<file path="src/rtl/vector_pkg.sv">
// vector_pkg: shared Q11.21 fixed-point vector and RGB888 types, with SCREEN_WIDTH/SCREEN_HEIGHT geometry defaults
`ifndef SCREEN_WIDTH
`define SCREEN_WIDTH 8
`endif
`ifndef SCREEN_HEIGHT
`define SCREEN_HEIGHT 4
`endif
package vector_pkg;
  localparam int FP_FRAC_BITS = 21;
  typedef logic signed [31:0] fp_t;
  typedef struct packed {
    fp_t x;
    fp_t y;
    fp_t z;
  } vec3_t;
  typedef logic [23:0] rgb888_t;
endpackage

</file>
<file path="src/rtl/sync_fifo.sv">
// sync_fifo: show-ahead synchronous FIFO; ports clk, rst, wr_en/wr_data in, rd_en in, rd_data/empty/count out
module sync_fifo #(
  parameter int WIDTH = 24,
  parameter int DEPTH = 32
) (
  input  logic                    clk,
  input  logic                    rst,
  input  logic                    wr_en,
  input  logic [WIDTH-1:0]        wr_data,
  input  logic                    rd_en,
  output logic [WIDTH-1:0]        rd_data,
  output logic                    empty,
  output logic [$clog2(DEPTH):0]  count
);
  localparam int AW = $clog2(DEPTH);
  logic [WIDTH-1:0] mem [DEPTH];
  logic [AW-1:0] wr_ptr, rd_ptr;
  logic do_wr, do_rd;
  assign empty = count == '0;
  assign do_rd = rd_en && !empty;
  assign do_wr = wr_en && (count != (AW+1)'(DEPTH) || do_rd);
  assign rd_data = mem[rd_ptr];
  always_ff @(posedge clk)
    if (do_wr) mem[wr_ptr] <= wr_data;
  always_ff @(posedge clk)
    if (rst) begin
      wr_ptr <= '0;
      rd_ptr <= '0;
      count <= '0;
    end else begin
      if (do_wr) wr_ptr <= wr_ptr + AW'(1);
      if (do_rd) rd_ptr <= rd_ptr + AW'(1);
      count <= count + (AW+1)'(do_wr) - (AW+1)'(do_rd);
    end
endmodule

</file>
<file path="src/rtl/pixel_shader_stream.sv">
// pixel_shader_stream: depth-shades pixels into an AXI4-Stream RGB888 video stream; ports clk, rst, surface_point_in/hit_in/pixel_valid_in in, pixel_ready_out, m_axis_tdata/tvalid/tuser/tlast out, m_axis_tready in, frame_done/overflow out; PIXEL_SHADER_HIT_STATS_EN adds hit_count_out
module pixel_shader_stream
  import vector_pkg::*;
#(
  parameter int      FIFO_DEPTH  = 32,
  parameter int      DEPTH_SHIFT = 3,
  parameter rgb888_t BG_COLOR    = 24'h202040,
  parameter int      SCREEN_W    = `SCREEN_WIDTH,
  parameter int      SCREEN_H    = `SCREEN_HEIGHT
) (
  input  logic        clk,
  input  logic        rst,
  input  vec3_t       surface_point_in,
  input  logic        hit_in,
  input  logic        pixel_valid_in,
  output logic        pixel_ready_out,
  output rgb888_t     m_axis_tdata,
  output logic        m_axis_tvalid,
  input  logic        m_axis_tready,
  output logic        m_axis_tuser,
  output logic        m_axis_tlast,
  output logic        frame_done,
  output logic        overflow
`ifdef PIXEL_SHADER_HIT_STATS_EN
  , output logic [31:0] hit_count_out
`endif
);
`ifdef PIXEL_SHADER_HIT_STATS_EN
  localparam int FW = 25;
`else
  localparam int FW = 24;
`endif
  localparam int CW = $clog2(FIFO_DEPTH) + 1;
  logic signed [10:0] d;
  logic [31:0] sh;
  logic [7:0] lum;
  rgb888_t color, shade_color;
  logic shade_valid, accept, fire, last_x, last_y, empty;
  logic [CW-1:0] fifo_count;
  logic [FW-1:0] wr_data, rd_data;
  logic [15:0] x, y;
  logic unused_bits;
  assign unused_bits = ^{surface_point_in.x, surface_point_in.y, surface_point_in.z[FP_FRAC_BITS-1:0]};
  assign d = surface_point_in.z[31:FP_FRAC_BITS];
  assign sh = d[10] ? '0 : {22'd0, d[9:0]} << DEPTH_SHIFT;
  assign lum = 8'hFF - (sh > 32'd255 ? 8'hFF : sh[7:0]);
  assign color = hit_in ? {3{lum}} : BG_COLOR;
  // counting the in-flight shade register keeps one FIFO slot reserved for it
  assign pixel_ready_out = fifo_count + CW'(shade_valid) <= CW'(FIFO_DEPTH - 1);
  assign accept = pixel_valid_in && pixel_ready_out;
  always_ff @(posedge clk)
    if (rst) begin
      shade_valid <= 1'b0;
      shade_color <= '0;
      overflow <= 1'b0;
    end else begin
      shade_valid <= accept;
      if (accept) shade_color <= color;
      if (pixel_valid_in && !pixel_ready_out) overflow <= 1'b1;
    end
`ifdef PIXEL_SHADER_HIT_STATS_EN
  logic shade_hit;
  logic [31:0] hit_cnt;
  assign wr_data = {shade_hit, shade_color};
  always_ff @(posedge clk)
    if (rst) shade_hit <= 1'b0;
    else if (accept) shade_hit <= hit_in;
  always_ff @(posedge clk)
    if (rst) begin
      hit_cnt <= '0;
      hit_count_out <= '0;
    end else if (frame_done) begin
      hit_count_out <= hit_cnt;
      hit_cnt <= 32'(fire && rd_data[24]);
    end else if (fire && rd_data[24]) begin
      hit_cnt <= hit_cnt + 32'd1;
    end
`else
  assign wr_data = shade_color;
`endif
  sync_fifo #(.WIDTH(FW), .DEPTH(FIFO_DEPTH)) u_fifo (
    .clk,
    .rst,
    .wr_en(shade_valid),
    .wr_data,
    .rd_en(m_axis_tready),
    .rd_data,
    .empty,
    .count(fifo_count)
  );
  assign m_axis_tvalid = !empty;
  assign fire = m_axis_tvalid && m_axis_tready;
  assign last_x = x == 16'(SCREEN_W - 1);
  assign last_y = y == 16'(SCREEN_H - 1);
  assign m_axis_tdata = m_axis_tvalid ? rd_data[23:0] : '0;
  assign m_axis_tuser = m_axis_tvalid && x == '0 && y == '0;
  assign m_axis_tlast = m_axis_tvalid && last_x;
  always_ff @(posedge clk)
    if (rst) begin
      x <= '0;
      y <= '0;
      frame_done <= 1'b0;
    end else begin
      frame_done <= fire && last_x && last_y;
      if (fire) begin
        x <= last_x ? '0 : x + 16'd1;
        if (last_x) y <= last_y ? '0 : y + 16'd1;
      end
    end
endmodule
</file>
<file path="config.mk">
export PLATFORM = sky130hd
export DESIGN_NAME = pixel_shader_stream
export DESIGN_NICKNAME = d
export VERILOG_FILES = /design/src/rtl/vector_pkg.sv /design/src/rtl/sync_fifo.sv /design/src/rtl/pixel_shader_stream.sv
export SDC_FILE = /design/constraint.sdc
export NUM_CORES = 1
export LEC_CHECK = 0
export CORE_MARGIN = 5
export CORE_UTILIZATION = 35
export CTS_BUF_LIST = sky130_fd_sc_hd__clkbuf_4 sky130_fd_sc_hd__clkbuf_8 sky130_fd_sc_hd__clkbuf_16
export DETAILED_ROUTE_END_ITERATION = 12
export DONT_BUFFER_PORTS = 1
export GPL_ROUTABILITY_DRIVEN = 0
export PLACE_DENSITY = 0.55
export SLEW_MARGIN = 25
export SYNTH_ARGS = -nofsm -noshare
export SYNTH_HDL_FRONTEND = slang
export SYNTH_SLANG_ARGS = --single-unit
export TNS_END_PERCENT = 5
</file>
<file path="constraint.sdc">
create_clock -name clk -period 9.13 [get_ports clk]
set_input_delay 1.3695 -clock clk [delete_from_list [all_inputs] [get_ports clk]]
set_output_delay 1.3695 -clock clk [all_outputs]
set_load 0.03 [all_outputs]
</file>
=== After elaboration in Yosys (flattened, before gate mapping) ===
Memory sizes are Yosys's and may differ from the RTL's. A register that Yosys moved wholly into a read port is not among the register bits.
Cells that the tools add are included.

* Logic and storage cells: 49
* Register bits: 75
* Memories: 1
* Input bits: 101
* Output and inout bits: 30
* Bits in writable memories: 768

{| class="wikitable"
|+ Memories
! name !! words !! width !! rd ports !! clocked after memory_dff !! wr ports !! line !! RTL
|-
| u_fifo.mem || 32 || 24 || 1 || 1 || 1 || sync_fifo.sv:16 || <nowiki>logic [WIDTH-1:0] mem [DEPTH];</nowiki>
|}

* Reductions and logical operators: 16
* Order comparisons: 2
* Eq/ne operators: 3
* Mux-type cells: 10
* $add $sub $neg: 8

{| class="wikitable"
|+ Operators with widths
! kind !! count
|-
| $mux 24 || 2
|-
| $add 16x1->16 const B || 2
|-
| $logic_not 16->1 || 2
|-
| $mux 16 || 2
|-
| $eq 16x2->1 const B || 1
|-
| $eq 16x3->1 const B || 1
|-
| $gt 13x8->1 const B || 1
|-
| $mux 13 || 1
|-
| $add 6x1->6 || 2
|-
| $add 5x1->5 const B || 2
|-
| $mux 5 || 2
|-
| $logic_and 1x1->1 || 9
|-
| $mux 8 || 1
|-
| $sub 8x8->8 const A || 1
|-
| $le 6x5->1 const B || 1
|-
| $logic_not 6->1 || 1
|-
| $ne 6x6->1 const B || 1
|-
| $sub 6x1->6 || 1
|-
| $logic_not 1->1 || 2
|-
| $mux 1 || 2
|-
| $reduce_and 2->1 || 1
|-
| $logic_or 1x1->1 || 1
|}

=== Longest topological paths before layout ===
* Depth in word-level cells: 7
* Depth in mapped cells: 16
* Depth with buffers taken out: 14

=== Hierarchy ===
A second synthesis with hierarchy kept.

* Cell total of the unflattened synthesis: 1800
* Area total of the unflattened synthesis: 32643.8 sq um

{| class="wikitable"
|+ Modules (own cells, without submodules)
! module !! seq. area each (sq um) !! area each (sq um) !! instances !! cells an instance
|-
| sync_fifo || 23482.5 || 30294.1 || 1 || 1514
|-
| pixel_shader_stream || 860.8 || 2349.8 || 1 || 286
|}

=== Least setup slack after synthesis ===
Ideal clock, no wire load.

* Path type: reg-to-output
* Start: reg (tool-made name)
* End: out m_axis_tdata[10]
* Data required time: 7.760 ns
* Stages on the path, launching flop included: 9
* Buffers on the path: 4
* Arrival time: 2.347 ns
* Setup slack: 5.414 ns
* Cells stage by stage: dfxtp_1 > buf_2 > buf_2 > buf_2 > mux4_2 > a22oi_1 > a21oi_1 > a21o_1 > buf_4

{| class="wikitable"
|+ RTL lines
! item !! line !! RTL
|-
| end: declaration || pixel_shader_stream.sv:17 || <nowiki>output rgb888_t m_axis_tdata,</nowiki>
|}

==> results.cfg <==
[power]
leakagePower_nw = 4.839
power_frac_clock_pct = 37.0
p_sw_share_pct = 28.77
power_frac_seq_pct = 43.3
power_per_cell_area_mw_per_mm2 = 264.4
power.net_switching_mw = 1.135
total_power_mw = 3.945
cell_internal_pwr_mw = 2.810
vdd_drop_max_mv = 0.1517
share_comb_of_total_power_pct = 19.7

[sta]
clock-skew-final_ns = 0.02000
final_max_slew_viol_count = 0
finalSetupViolations = 0
rsz0062_at_grt = false
post-route-min-period_ns = 4.906
totalNegativeSetupSlack_ns = 0
slew-limit-headroom_pct = 33.33
fin_crit_sh_pct = 53.73
clock.fmax_ghz = 0.2038
timing_worst_slew_pin_value_ns = 0.9929
timing_hold_violations_final = 0

[critical_path]
critical_path_class = flip-flop to output port
end_kind = output port
cp_max_fo = 41
startpoint_type = flip-flop
worst_ep_required_time_ns = 7.76
cp.arrival_ns = 3.54

[clocking]
post-cts-setup-buffer-count = 0
cts_repair_resize_count = 0
clk_root_buffer_cell = sky130_fd_sc_hd__clkbuf_16
h-tree-depth = 2
worst_skew_pair.late_latency_ns = 0.52
cts_inserted_buffers = 36
worst_setup_hold_path_clk_slew_ns = 0.06
cts_hold_buf = 0
cts_tree = yes
ctsLongestPathBuffers = 3
cts_num_sinks = 320

[placed_design]
io_buffers = 0
dpl.hpwl_um = 16720

[final_layout]
area_growth_pct = 12.93
post_route_cells_drive_above_1_share_pct = 16.29
layout_common_cells = sky130_fd_sc_hd__edfxtp_1 (256), sky130_fd_sc_hd__nor2_1 (93), sky130_fd_sc_hd__dfxtp_1 (61)
mostFrequentLayoutCell = sky130_fd_sc_hd__edfxtp_1
insertedDiodeCount = 0
nNetsFinal = 985

[logic_synthesis]
synth.yosys.warnings = 0
dominantRegCellSynth = sky130_fd_sc_hd__edfxtp_1
synth-async-reset-ratio_pct = 0
post_synth_instance_area_sq_mm = 0.01321
synthesis.area_per_instance_sq_um = 15.29
synth-seq-area-share_pct = 67.89
synth_nets = 987
synthesis.instances = 864
ys_ff_latch = 320
synth_enable_flop_cells = 256
synth_cell_types = 54

[global_routing]
grt_overflow_total = 0
grt_antenna_before_repair = 1
grt_pass1_vias = 7028
first_pass_grt_wire_length_um = 42540
grt_start_max_net_pins = 42
grt_use_total_pct = 13.16

[drt]
vias_per_std_cell = 5.039
drt_pre_antenna_iters = 4
detailroute.via_count = 7059
avgRoutedWirePerCell_um = 19.54
initialDrtViolationCount = 481
wl_um = 27380
drcViolationCount = 0
detail-route-antenna-nets = 0

[floorplan]
die_area_sq_mm = 0.04173
floorplan.die.height_um = 204.3
die_w_um = 204.3
core.rowCount = 71
start_util_pct = 35.24
coreArea_sq_mm = 0.03749
pin_count = 131

[run]
drv.max_cap_violation_count = 0

[worst_hold_path]
hp-class = flip-flop to flip-flop

[run_status]
run_status = complete, no violations
-- flip-flops by register name, summed over array words and instances (netlist names), named ones only --
signal and flops:
u_fifo.mem 256, u_fifo.rd_ptr 5, frame_done 1, overflow 1
shade_color 8, y 16, x 16, u_fifo.wr_ptr 5
shade_valid 1, u_fifo.count 6
-- synthesized netlist by cell type, types with 16 or more instances --
library cell	count	area share, %
sky130_fd_sc_hd__mux2i_1	32	2.4
sky130_fd_sc_hd__mux4_2	51	8.7
sky130_fd_sc_hd__a22oi_1	30	1.7
sky130_fd_sc_hd__dfxtp_1	64	9.7
sky130_fd_sc_hd__nor2_1	93	2.6
sky130_fd_sc_hd__edfxtp_1	256	58
sky130_fd_sc_hd__clkbuf_1	25	0.71
sky130_fd_sc_hd__a21oi_1	32	1.2
sky130_fd_sc_hd__nand2_1	33	0.94
sky130_fd_sc_hd__inv_1	26	0.74
sky130_fd_sc_hd__ha_1	21	2.0
sky130_fd_sc_hd__buf_4	16	0.91
sky130_fd_sc_hd__xnor2_1	23	1.5
-- metal layers --
layer	vias up	GRT usage, %	part of all wire [%]
met5	-	0	0
met3	54	2.523	5.6
met1	3545	19.15	46
met4	0	3.757	2.4
met2	160	20.27	46
li1	3300	-	-
-- final timing paths --
kind	startpoint	to	slack, ns	cells past startpoint
worst max-delay path	flip-flop	m_axis_tdata[16]	4.22	7
worst min-delay path	shade_color[22]	shade_color[22]	0.45	2
worst max register to register	u_fifo.count[2]	u_fifo.mem[0][18]	5.49	8
worst min register to register	shade_color[22]	shade_color[22]	0.45	2
-- stage by stage --
step | setup slack (ns) | area (sq um) | std cells | utilization, % | hold slack, ns
floorplan | 5.414 | 13210 | 864 | - | 0.4578
global placement | 4.724 | 13690 | 1335 | 36.52 | 0.4366
detailed placement | 4.725 | 13690 | 1335 | 36.53 | 0.4441
CTS | 4.163 | 14920 | 1401 | 39.80 | 0.4519
global route | 4.026 | 14920 | 1401 | 39.80 | 0.4742
finish | 4.224 | 14920 | 1401 | 39.80 | 0.4535
-- power by group through the flow --
stage                     clock network (mW)  registers, mW  logic (mW)
after global placement                     0           1.74       0.781
after floorplan                            0           1.69       0.732
final                                   1.46           1.71       0.779
after global routing                    1.56           1.72       0.849
after detailed placement                   0           1.74       0.788
after CTS                               1.50           1.71       0.792
-- worst max-delay path: stages (launching register included) --
cell and delay, ns:
sky130_fd_sc_hd__dfxtp_4 0.82, sky130_fd_sc_hd__buf_4 0.65, sky130_fd_sc_hd__mux2i_1 0.17, sky130_fd_sc_hd__a22oi_1 0.23, sky130_fd_sc_hd__nand2_1 0.12, sky130_fd_sc_hd__a21oi_1 0.17
sky130_fd_sc_hd__a21o_2 0.18, sky130_fd_sc_hd__buf_4 0.61
-- layout make-up --
cell class / count / area [sq um]
clock buffer: 52 / 1094
clock inverter: 14 / 131.4
tap: 511 / 639.4
fill: 3501 / 22570
timing repair buffer: 15 / 112.6
multi-input combinational: 463 / 3867
sequential: 320 / 8977
inverter: 26 / 97.59
-- logic make-up (layout without fill, tap and decap cells) --
kind of cell / after synthesis / in the layout / synth area share (%)
flops: 320 / 320 / 67.89
simple gates: 222 / 222 / 8.581
buf+inv: 81 / 107 / 2.879
compound gates: 103 / 103 / 5.209
xor+xnor: 33 / 33 / 2.188
fa+ha+maj: 22 / 22 / 2.140
mux: 83 / 83 / 11.12
(Power assumes the default switching activity.)
